File: config.mk
export PLATFORM = sky130hd
export DESIGN_NAME = fifo_axis_master_flat
export DESIGN_NICKNAME = d
export VERILOG_FILES = /design/src/rtl/fifo_axis_master_if.sv /design/src/rtl/fifo_axis_master.sv /design/src/flat_wrapper.sv
export SDC_FILE = /design/constraint.sdc
export NUM_CORES = 1
export LEC_CHECK = 0
export ABC_AREA = 1
export BUFFER_PORTS_ARGS = -buffer_cell sky130_fd_sc_hd__buf_4
export CAP_MARGIN = 5
export CORE_MARGIN = 10
export CORE_UTILIZATION = 50
export CTS_CLUSTER_SIZE = 12
export DETAILED_ROUTE_END_ITERATION = 6
export HOLD_SLACK_MARGIN = 0.15
export PLACE_DENSITY_LB_ADDON = 0.15
export RECOVER_POWER = 50
export SLEW_MARGIN = 10
export SYNTH_ARGS = -nofsm -noshare
export SYNTH_HDL_FRONTEND = slang
export SYNTH_SLANG_ARGS = --single-unit
export TNS_END_PERCENT = 50
File: constraint.sdc
create_clock -name clk -period 3.1 [get_ports clk]
set_input_delay 0.775 -clock clk [delete_from_list [all_inputs] [get_ports clk]]
set_output_delay 0.775 -clock clk [all_outputs]
set_load 0.01 [all_outputs]
File: src/rtl/fifo_axis_master_if.sv
// -----------------------------------------------------------------------------
// fifo_axis_master_if
//   Bundles the two handshake groups of the read-side stream stage:
//   the fifo-core read port and the AXI-Stream master port.
//
//   Signals
//     o_fifo_ren        read enable toward the core
//     i_fifo_rdata      core read data (valid a fixed latency after o_fifo_ren)
//     i_fifo_rempty     core empty flag, current-cycle pointer view
//     i_fifo_runderflow core underflow indication
//     o_m_axis_tvalid   stream word valid
//     o_m_axis_tdata    stream word
//     i_m_axis_tready   downstream ready
//
//   Modports
//     master  view taken by fifo_axis_master
//     slave   view taken by whatever sits on the other side (core + sink)
// -----------------------------------------------------------------------------
interface fifo_axis_master_if #(
    parameter int DLEN = 8
);
    logic            o_fifo_ren;
    logic [DLEN-1:0] i_fifo_rdata;
    logic            i_fifo_rempty;
    logic            i_fifo_runderflow;
    logic            o_m_axis_tvalid;
    logic [DLEN-1:0] o_m_axis_tdata;
    logic            i_m_axis_tready;

    modport master (
        output o_fifo_ren,
        input  i_fifo_rdata,
        input  i_fifo_rempty,
        input  i_fifo_runderflow,
        output o_m_axis_tvalid,
        output o_m_axis_tdata,
        input  i_m_axis_tready
    );

    modport slave (
        input  o_fifo_ren,
        output i_fifo_rdata,
        output i_fifo_rempty,
        output i_fifo_runderflow,
        input  o_m_axis_tvalid,
        input  o_m_axis_tdata,
        output i_m_axis_tready
    );
endinterface

File: src/rtl/fifo_axis_master.sv
// -----------------------------------------------------------------------------
// fifo_axis_master
//   Read-side AXI-Stream master placed directly after the fifo core. It issues
//   read enables into the core, tracks each read through an RD_LAT-deep tag
//   shift register, and lands the returned word in a small circular queue whose
//   head is presented as the stream word. Reads are only issued when the queue
//   is guaranteed to have room for every word already in flight, so the queue
//   can never overflow and no word is lost or duplicated under any tready
//   pattern. With tready held high the stage streams one word per cycle.
//
//   Ports
//     clk              clock, rising edge
//     rst              asynchronous reset, active-high; release must be
//                      synchronous to clk (driven from a reset synchroniser)
//     bus              fifo_axis_master_if.master (core read port + AXIS master)
//     o_qcount         words currently held in the landing queue
//     o_err_underflow  sticky: core underflow seen, or read issued while empty
// -----------------------------------------------------------------------------
module fifo_axis_master #(
    parameter int DLEN   = 8,
    parameter int RD_LAT = 2,
    parameter int QDEPTH = RD_LAT + 1
) (
    input  logic                          clk,
    input  logic                          rst,
    fifo_axis_master_if.master            bus,
    output logic [$clog2(QDEPTH+1)-1:0]   o_qcount,
    output logic                          o_err_underflow
);
    localparam int CW = $clog2(QDEPTH + 1);
    // Credit sum is qcount + inflight, which can reach 2*QDEPTH before the
    // pop is subtracted; size it so that intermediate never wraps.
    localparam int SW = $clog2(2 * QDEPTH + 1);
    localparam int AW = (QDEPTH > 1) ? $clog2(QDEPTH) : 1;

    logic [RD_LAT-1:0] tag_sr;     // bit i set: a read issued i+1 cycles ago
    logic [SW-1:0]     inflight;
    logic [SW-1:0]     credit;
    logic              ren;
    logic              push;
    logic              pop;
    logic              tvalid;
    logic [AW-1:0]     rd_idx;
    logic [AW-1:0]     wr_idx;
    logic [DLEN-1:0]   mem [QDEPTH];

    function automatic logic [AW-1:0] next_idx(input logic [AW-1:0] idx);
        return (idx == AW'(QDEPTH - 1)) ? '0 : idx + AW'(1);
    endfunction

    // tvalid comes only from registered state, never from tready.
    assign tvalid = (o_qcount != '0);
    assign pop    = tvalid & bus.i_m_axis_tready;
    // The tag leaving the shift register marks the cycle the core's data is valid.
    assign push   = tag_sr[RD_LAT-1];

    // NOTE: combinational blocks use blocking '=' and assign a default first,
    // so every path drives the variable and no latch is inferred.
    always_comb begin
        inflight = '0;
        for (int i = 0; i < RD_LAT; i++) begin
            inflight = inflight + SW'(tag_sr[i]);
        end
    end

    // Space still owed to words already queued or in flight; a popped word
    // frees its slot in the same cycle, which is what sustains full rate.
    assign credit = SW'(o_qcount) + inflight - SW'(pop);
    assign ren    = ~bus.i_fifo_rempty & (credit < SW'(QDEPTH));

    // NOTE: sequential state uses non-blocking '<=' so every flop samples the
    // pre-edge values regardless of statement order.
    always_ff @(posedge clk or posedge rst) begin
        if (rst) begin
            tag_sr          <= '0;
            rd_idx          <= '0;
            wr_idx          <= '0;
            o_qcount        <= '0;
            o_err_underflow <= 1'b0;
        end else begin
            tag_sr[0] <= ren;
            for (int i = 1; i < RD_LAT; i++) begin
                tag_sr[i] <= tag_sr[i-1];
            end

            if (push) begin
                wr_idx <= next_idx(wr_idx);
            end
            if (pop) begin
                rd_idx <= next_idx(rd_idx);
            end

            case ({push, pop})
                2'b10:   o_qcount <= o_qcount + CW'(1);
                2'b01:   o_qcount <= o_qcount - CW'(1);
                default: o_qcount <= o_qcount;
            endcase

            if (bus.i_fifo_runderflow | (ren & bus.i_fifo_rempty)) begin
                o_err_underflow <= 1'b1;
            end
        end
    end

    // NOTE: the queue storage has no reset; validity is carried entirely by
    // o_qcount and the indices, so clearing the array would only cost logic.
    always_ff @(posedge clk) begin
        if (push) begin
            mem[wr_idx] <= bus.i_fifo_rdata;
        end
    end

    assign bus.o_fifo_ren      = ren;
    assign bus.o_m_axis_tvalid = tvalid;
    // Masking with tvalid keeps tdata at zero out of reset and while idle,
    // and it is still the unchanging head entry for as long as tvalid is held.
    assign bus.o_m_axis_tdata  = tvalid ? mem[rd_idx] : '0;

endmodule

File: src/flat_wrapper.sv
// flat-port wrapper written by rule: the top's interface ports become plain ports
module fifo_axis_master_flat 
#(
    parameter int DLEN   = 8,
    parameter int RD_LAT = 2,
    parameter int QDEPTH = RD_LAT + 1
)
  (clk, rst, o_qcount, o_err_underflow, bus_o_fifo_ren, bus_i_fifo_rdata, bus_i_fifo_rempty, bus_i_fifo_runderflow, bus_o_m_axis_tvalid, bus_o_m_axis_tdata, bus_i_m_axis_tready);
  fifo_axis_master_if #(.DLEN(DLEN)) bus_i ();
  input  logic clk;
  input  logic rst;
  output logic [$clog2(QDEPTH+1)-1:0] o_qcount;
  output logic o_err_underflow;
  output wire logic [$bits(bus_i.o_fifo_ren)-1:0] bus_o_fifo_ren;
  input wire logic [$bits(bus_i.i_fifo_rdata)-1:0] bus_i_fifo_rdata;
  input wire logic [$bits(bus_i.i_fifo_rempty)-1:0] bus_i_fifo_rempty;
  input wire logic [$bits(bus_i.i_fifo_runderflow)-1:0] bus_i_fifo_runderflow;
  output wire logic [$bits(bus_i.o_m_axis_tvalid)-1:0] bus_o_m_axis_tvalid;
  output wire logic [$bits(bus_i.o_m_axis_tdata)-1:0] bus_o_m_axis_tdata;
  input wire logic [$bits(bus_i.i_m_axis_tready)-1:0] bus_i_m_axis_tready;
  assign bus_o_fifo_ren = bus_i.o_fifo_ren;
  assign bus_i.i_fifo_rdata = bus_i_fifo_rdata;
  assign bus_i.i_fifo_rempty = bus_i_fifo_rempty;
  assign bus_i.i_fifo_runderflow = bus_i_fifo_runderflow;
  assign bus_o_m_axis_tvalid = bus_i.o_m_axis_tvalid;
  assign bus_o_m_axis_tdata = bus_i.o_m_axis_tdata;
  assign bus_i.i_m_axis_tready = bus_i_m_axis_tready;
  fifo_axis_master #(.DLEN(DLEN), .RD_LAT(RD_LAT), .QDEPTH(QDEPTH)) u_core (.clk(clk), .rst(rst), .bus(bus_i), .o_qcount(o_qcount), .o_err_underflow(o_err_underflow));
endmodule
## Yosys cells after proc, flatten, opt, wreduce, memory -nomap -nowiden

Memories as Yosys holds them, arrays and structs flattened.
Cells that the tools add are included.

| word-level totals | value |
|---|---|
| memories | 1 |
| output and inout port bits | 13 |
| logic and storage cells | 31 |
| register bits after elaboration | 9 |
| RAM bits | 24 |
| input bits | 13 |

Memory list:

| memory | depth | width | read ports | clocked after memory_dff | wr ports | line | source |
|---|---|---|---|---|---|---|---|
| u_core.mem | 3 | 8 | 1 | 0 | 1 | fifo_axis_master.sv:45 | `logic [DLEN-1:0] mem [QDEPTH];` |

| operators by class | value |
|---|---|
| $lt $le $gt $ge | 1 |
| reduce and logical (&&, ||, !) cells | 2 |
| muxes and demuxes | 6 |
| add/subtract/negate cells | 7 |
| bitwise logic cells | 5 |
| eq/ne operators | 4 |

Operator list:

| operator | count |
|---|---|
| 2-to-1 mux 8 bit | 1 |
| adder 2 x 1 -> 2 bit (second input constant) | 3 |
| equality test 2 bit (second input constant) | 3 |
| 2-to-1 mux 2 bit | 2 |
| one-hot mux 2 bit (2 select lines) | 1 |
| nonzero test 2 bit | 2 |
| adder 2 x 3 -> 3 bit | 1 |
| AND 1 bit | 3 |
| < comparator 3 x 2 -> 1 bit (second input constant) | 1 |
| subtractor 3 x 1 -> 3 bit | 1 |
| adder 1 x 1 -> 2 bit | 1 |
| equality test 2 x 1 -> 1 bit (second input constant) | 1 |
| 2-to-1 mux 1 bit | 2 |
| subtractor 2 x 1 -> 2 bit (second input constant) | 1 |
| inverter 1 bit | 1 |
| bitwise OR 1 bit | 1 |

## Longest topological paths before layout

Gate-level depths: netlist of run 1.

| depth | value |
|---|---|
| depth after elaboration | 7 |
| gate-level depth with buffers | 11 |
| gate-level depth less buffers | 11 |

## Least setup slack after synthesis of run 1

Ideal clock, no wire load.

| timing | value |
|---|---|
| path kind | input to output |
| from | input port bus_i_m_axis_tready |
| to | output port bus_o_fifo_ren |
| stages on the path | 9 |
| data required time | 2.325 ns |
| path buffers | 0 |
| slack | 0.113 ns |
| arrival time | 2.212 ns |
| cells stage by stage | nand2_2 inv_2 ha_1 inv_1 ha_1 inv_1 fa_1 nor2_1 nor3_1 |

| on the way | value |
|---|---|
| word-level cells in the longest chain between the ends | 4 |

Ends and longest elaborated chain:

| element | line | source |
|---|---|---|
| start: declaration | flat_wrapper.sv:20 | `input wire logic [$bits(bus_i.i_m_axis_tready)-1:0] bus_i_m_axis_tready;` |
| AND 1 bit | fifo_axis_master.sv:53 | `assign pop = tvalid & bus.i_m_axis_tready;` |
| named net u_core.pop | fifo_axis_master.sv:41 | `logic pop;` |
| subtractor 3 x 1 -> 3 bit | fifo_axis_master.sv:68 | `assign credit = SW'(o_qcount) + inflight - SW'(pop);` |
| < comparator 3 x 2 -> 1 bit | fifo_axis_master.sv:69 | `assign ren = ~bus.i_fifo_rempty & (credit < SW'(QDEPTH));` |
| AND 1 bit | fifo_axis_master.sv:69 |  |
| end: declaration | flat_wrapper.sv:14 | `output wire logic [$bits(bus_i.o_fifo_ren)-1:0] bus_o_fifo_ren;` |

The timed path passes the listed nets, and every way through them passes these cells.

## Final worst setup path of run 1

| timing | value |
|---|---|
| from | register u_core.o_qcount[1] |
| to | output port bus_o_fifo_ren |

| on the way | value |
|---|---|
| word-level cells in the longest chain between the ends | 5 |
| elaborated cells on any way between the ends | 6 |
| classes of those cells | add/sub (2); order compare (1); bitwise (2); reduce/logical (1) |

Ends and longest elaborated chain:

| element | line | source |
|---|---|---|
| start: declaration | fifo_axis_master.sv:27 | `output logic [$clog2(QDEPTH+1)-1:0] o_qcount,` |
| start signal: assignment | fifo_axis_master.sv:94 | `2'b10: o_qcount <= o_qcount + CW'(1);` |
| start signal: assignment | fifo_axis_master.sv:95 | `2'b01: o_qcount <= o_qcount - CW'(1);` |
| start signal: assignment | fifo_axis_master.sv:96 | `default: o_qcount <= o_qcount;` |
| nonzero test 2 bit | fifo_axis_master.sv:52 | `assign tvalid = (o_qcount != '0);` |
| AND 1 bit | fifo_axis_master.sv:53 |  |
| named net u_core.pop | fifo_axis_master.sv:41 |  |
| subtractor 3 x 1 -> 3 bit | fifo_axis_master.sv:68 |  |
| < comparator 3 x 2 -> 1 bit | fifo_axis_master.sv:69 |  |
| AND 1 bit | fifo_axis_master.sv:69 |  |

The timed path passes the listed nets, and every way through them passes these cells.

==> results.toml, run 1 <==
[status]
status = "finished, violations left"
violations = "setup timing"

[critical_path]
crit_arrival_ps = 2340
rr_worst_depth = 11
reg2reg_slack_ps = 1160
worst-path-max-fanout = 2
reg2reg_from = "u_core.o_qcount[1]$_DFFE_PP0P_"
r2r_end = "u_core.tag_sr[0]$_DFF_PP0_"
required_ps = 2320
cp-start-kind = "flip-flop"
end_kind = "output port"
critPathKind = "flip-flop to output port"

[sta]
slew-limit-headroom = 0.4792
fin_ws_ps = -10.31
period_share = 1.003
grt_setup_unrepaired = "true"
min_period_ps = 3110
finalHoldViolations = 0
fin_skew_ps = 8.821
setup_viol = 1
slew_violations = 0
fin_hold_ws_ps = 397.5
setup_tns_ps = -10.31
tightest_slew_ps = 775.3
max_freq_mhz = 321.5

[global_routing]
grt_pass1_vias = 1007
grt_overflow_total = 0
grt_max_degree = 12
grt_pass1_wl_um = 4678
grt_usage = 0.1147
antenna_found_initial = 0

[detailed_routing]
drc = 0
top_layer = "met4"
wl_met1_um = 1053
via_count = 996
wl_met2_um = 1486
wl_um = 2816
viasPerCell = 5.005
first_iter_violations = 28
drtPass1Iterations = 4
ant_nets = 0
dr_wl_met3_um = 232
routedWlPerCell_um = 14.15

[finish]
design_area_um2 = 1757
antennaDiodeCount = 0
final_layout_size_suffix_gt1_frac = 0.2619
layout.cells.most_common = "nand2_1"
area_growth_pct = 20.62
final_cell_mix = "nand2_1, edfxtp_1, buf_4"
fin_nets = 186
fin_cells = 199
fillCellCount = 240

[die]
num_rows = 19
io_pins = 26
die_h_um = 73.97
dieArea_um2 = 5472
die_w_um = 73.97
coreArea_um2 = 2781
start_util = 0.5236

[cts]
max-clock-path-buffers = 2
insertion_delay_ps = 330
root_buffer = "clkbuf_4"
path_clk_slew_ps = 90
cts_tree = "built"
htreeDepth = 2
cts.sinks = 33
numCtsBuffers = 5

[placed_design]
gp_congestion = 0.7150
io_buffer_count = 25
dpl.hpwl_um = 1994
dpl_cell_area_um2 = 1697
dp.cells = 189

[logic_synthesis]
synth_nets = 150
synth_area_leaders = "edfxtp_1, dfrtp_1, nand2_1"
postSynthCellCount = 131
netlist_area_um2 = 1456
yosys.area_share.simple = 0.1847
synth_xor_area_frac = 0.01203
synth_compound_area_frac = 0.01031
netlist-cell-type-count = 22
seq_area_frac_synth = 0.6495
synth_mux_area_frac = 0
synth_warnings = 0
synthAdderAreaFrac = 0.05670
yosysTopAreaCell = "edfxtp_1"
synth.top_cell.area_share = 0.4948
synth_top_family_by_area = "simple AND/OR/NAND/NOR gates"
synth_seq_cells = 33
avgSynthCellArea_um2 = 11.12

[power_and_ir_drop]
ir_worst_vdd_mv = 0.6500
switching_power_uw = 665.6
p_leak_nw = 0.8046
power_frac_clock = 0.133
p_comb_frac = 0.488
power.total_mw = 1.694
internal-power_mw = 1.028
pwr-share-seq = 0.379
power_density_nw_per_um2 = 964.2
swShare = 0.3930

[worst_hold_path]
hold_path_class = "input pin to async pin"

[job]
cap_violations = 0
## power by group through the flow
stage / logic, mW / clock network [mW] / registers [mW]
4_1_cts: 0.843 / 0.235 / 0.648
6_report: 0.827 / 0.226 / 0.641
2_1_floorplan: 0.491 / 0 / 0.629
3_5_place_dp: 0.765 / 0 / 0.661
5_1_grt: 0.958 / 0.257 / 0.652
3_3_place_gp: 0.739 / 0 / 0.656
## area by class of cell
cell class,instances,area (um2),area share
clock buffer,6,41.29,0.02350
clock inverter,2,10.01,0.005698
inverter,25,100.1,0.05698
multi-input combinational,71,414.1,0.2358
sequential,33,945.9,0.5385
tap,31,38.79,0.02208
timing repair buffer,31,206.4,0.1175
## registers in the layout, summed over array words and instances (netlist names)
name / flops
u_core.mem: 24
u_core.o_qcount: 2
u_core.rd_idx: 2
u_core.tag_sr: 2
u_core.wr_idx: 2
u_core.o_err_underflow: 1
## cell usage after synthesis
library cell / instances
edfxtp_1: 24
nor2_1: 1
nor2_2: 1
inv_1: 21
bufinv_8: 1
nand3_1: 19
buf_2: 1
fa_1: 1
o21ai_1: 1
inv_2: 2
nor2_4: 1
nand4_1: 1
o21ai_0: 2
xnor2_1: 2
or2_2: 1
inv_4: 1
ha_1: 5
nand2_2: 1
buf_6: 1
nand2_1: 33
nor3_1: 2
dfrtp_1: 9
## cells by family (layout without fill, tap and decap cells)
kind of cell,after synthesis,after routing
and+or+nand+nor,60,60
DFF,33,33
buffers and inverters,27,64
adders and majority gates,6,6
AOI/OAI and AO/OA,3,3
xor gates and xnor gates,2,2
## metrics by stage
stage	setup slack [ps]	util
floorplan	113.1	-
global placement	-51.90	0.6100
detailed placement	-87.90	0.6100
CTS	-86.32	0.6446
global route	-145.4	0.6316
finish	-10.31	0.6316
## critical path: stages, from the launching register on
cell and delay (ps):
dfrtp_1 400, nor2_2 150, inv_4 60, nand2_4 70, inv_4 40, ha_4 200
inv_2 60, ha_4 120, inv_2 30, fa_1 520, nor2_2 50, nor3_2 170
buf_4 150
## metal layers
metal | up-vias | track usage
met3 | 7 | 0.05585
li1 | 498 | -
met4 | 0 | 0.04348
met5 | - | 0
met1 | 469 | 0.1311
met2 | 22 | 0.1818
## repair_timing
action                     CTS  global route
setup endpoints to repair    1             1
hold buffers                 0             0
pin swaps                    6             5
setup buffers                2             0
gates resized for setup      6             3
## how the worst max path moves through the flow
stage	start	endpoint	cells past startpoint
2_1_floorplan	bus_i_m_axis_tready	bus_o_fifo_ren	9
3_3_place_gp	bus_i_m_axis_tready	bus_o_fifo_ren	11
3_5_place_dp	bus_i_m_axis_tready	bus_o_fifo_ren	11
4_1_cts	u_core.o_qcount[0]$_DFFE_PP0P_	bus_o_fifo_ren	12
5_1_grt	u_core.o_qcount[1]$_DFFE_PP0P_	bus_o_fifo_ren	12
6_report	u_core.o_qcount[1]$_DFFE_PP0P_	bus_o_fifo_ren	12
No activity file was read; power rests on OpenSTA's default activity.
==> run 2, diff against run 1 <==
--- a/config.mk
+++ b/config.mk
@@ -7,11 +7,12 @@
 export LEC_CHECK = 0
 export ABC_AREA = 1
 export BUFFER_PORTS_ARGS = -buffer_cell sky130_fd_sc_hd__buf_4
-export CAP_MARGIN = 5
+export CAP_MARGIN = 20
 export CORE_MARGIN = 10
 export CORE_UTILIZATION = 50
 export CTS_CLUSTER_SIZE = 12
 export DETAILED_ROUTE_END_ITERATION = 6
+export GPL_TIMING_DRIVEN = 0
 export HOLD_SLACK_MARGIN = 0.15
 export PLACE_DENSITY_LB_ADDON = 0.15
 export RECOVER_POWER = 50
==> results.toml, run 2 (synthesis results as in run 1) <==
[global_routing]
grt_pass1_vias = 1062
grt_usage = 0.1160
grt_pass1_wl_um = 4795
grt_overflow_total = 0
grt_max_degree = 11
antenna_found_initial = 0

[finish]
layout.cells.most_common = "nand2_1"
utilization = 0.6608
fin_nets = 190
fillCellCount = 213
final_cell_mix = "nand2_1, edfxtp_1, buf_4"
largest_reg_flops = 24
multiInputGateArea_um2 = 424.2
area_growth_pct = 26.20
final_layout_size_suffix_gt1_frac = 0.2791
design_area_um2 = 1838
antennaDiodeCount = 0
seq_area_um2 = 947.2
regMostFlops = "u_core.mem"

[cts]
cts_tree = "built"
ctsHoldBuffers = 0
numCtsBuffers = 5
cts.sinks = 33
max-clock-path-buffers = 2
path_clk_slew_ps = 90
insertion_delay_ps = 340
htreeDepth = 2
root_buffer = "clkbuf_4"

[power_and_ir_drop]
p_leak_nw = 0.8449
power_density_nw_per_um2 = 1003
ir_worst_vdd_mv = 0.8433

[job]
cap_violations = 0

[sta]
max_freq_mhz = 316.4
tightest_slew_ps = 759.8
finalHoldViolations = 0
setup_viol = 1
fin_ws_ps = -60.82
min_period_ps = 3161
fin_skew_ps = 11.74
slew-limit-headroom = 0.4896
slew_violations = 0
period_share = 1.020
grt_setup_unrepaired = "true"
setup_tns_ps = -60.82

[placed_design]
io_buffer_count = 25
gp_congestion = 0.7241
dpl_cell_area_um2 = 1690
dpl.hpwl_um = 1941

[detailed_routing]
viasPerCell = 4.956
ant_nets = 0
drtPass1Iterations = 4
drc = 0
via_count = 1006
wl_um = 2815
first_iter_violations = 40
routedWlPerCell_um = 13.87

[die]
die_w_um = 73.97
start_util = 0.5236
io_pins = 26
coreArea_um2 = 2781
dieArea_um2 = 5472
die_h_um = 73.97
num_rows = 19

[critical_path]
cp-start-kind = "flip-flop"
required_ps = 2320
critPathKind = "flip-flop to output port"
end_kind = "output port"
worst-path-max-fanout = 2
crit_arrival_ps = 2390

[status]
status = "finished, violations left"
violations = "setup timing"

[worst_hold_path]
hold_path_class = "input pin to async pin"
-- run 2: changes by cell type in the layout (fill, tap and decap cells not counted), moves of 2 or more --
cell and delta:
nor2_2 -2, clkinv_2 -2, nor2_4 +2, buf_4 +2
-- run 2: worst max-delay path: stages, from the launching register on --
cell and delay (ps):
dfrtp_1 420, nor2_4 150, inv_6 40, nand2_4 70
inv_4 40, ha_4 200, inv_2 50, ha_4 120
inv_2 30, fa_1 500, nor2_1 50, nor3_2 200
buf_4 160
-- run 2: final cells by class --
class / instances / area share
sequential: 33 / 0.5153
clock buffer: 6 / 0.02246
multi-input combinational: 71 / 0.2308
tap: 31 / 0.02110
clock inverter: 2 / 0.01838
timing repair buffer: 33 / 0.1205
buffer: 2 / 0.008850
inverter: 25 / 0.06263
-- run 2: path summary, 6_finish.rpt --
| path | start | end | slack (ps) | depth (start not counted) |
|---|---|---|---|---|
| max | u_core.o_qcount[1]$_DFFE_PP0P_ | bus_o_fifo_ren | -60 | 12 |
| min | rst | u_core.rd_idx[1]$_DFFE_PP0P_ | 390 | 2 |
| max reg2reg | u_core.o_qcount[1]$_DFFE_PP0P_ | u_core.tag_sr[0]$_DFF_PP0_ | 1020 | 12 |
| min reg2reg | u_core.tag_sr[0]$_DFF_PP0_ | u_core.tag_sr[1]$_DFF_PP0_ | 400 | 0 |
| max in group asynchronous | rst | u_core.o_qcount[0]$_DFFE_PP0P_ | 2440 | 2 |
| min in group clk | u_core.tag_sr[0]$_DFF_PP0_ | u_core.tag_sr[1]$_DFF_PP0_ | 400 | 0 |
-- run 2: layer usage --
layer,vias up,part of all wire,routed length [um],global-route usage
li1,506,-,-,-
met1,472,0.42,1185,0.1276
met2,22,0.50,1408,0.1837
met3,6,0.064,181,0.05851
met4,0,0.014,39,0.05383
met5,-,0,0,0
-- run 2: report_power, final --
part	internal [mW]	switching (mW)	leakage, nW
Combinational	0.420	0.499	0.479
Sequential	0.572	0.0462	0.326
Clock	0.168	0.138	0.0399
Total	1.16	0.683	0.845
-- run 2: metrics by stage --
stage	setup slack, ps	hold slack (ps)	cells	total power [mW]
floorplan	113.1	359.7	131	1.120
global placement	-100.8	370.5	187	1.389
detailed placement	-192.8	375.4	188	1.428
CTS	-120.9	395.2	201	1.844
global route	-191.3	406.2	203	1.998
finish	-60.82	388.6	203	1.843
-- run 2: repair_timing --
item / in CTS / in global routing
resized for setup: 11 / 0
setup endpoints to repair: 1 / 1
pin swaps: 6 / 4
buffers inserted: 5 / 2
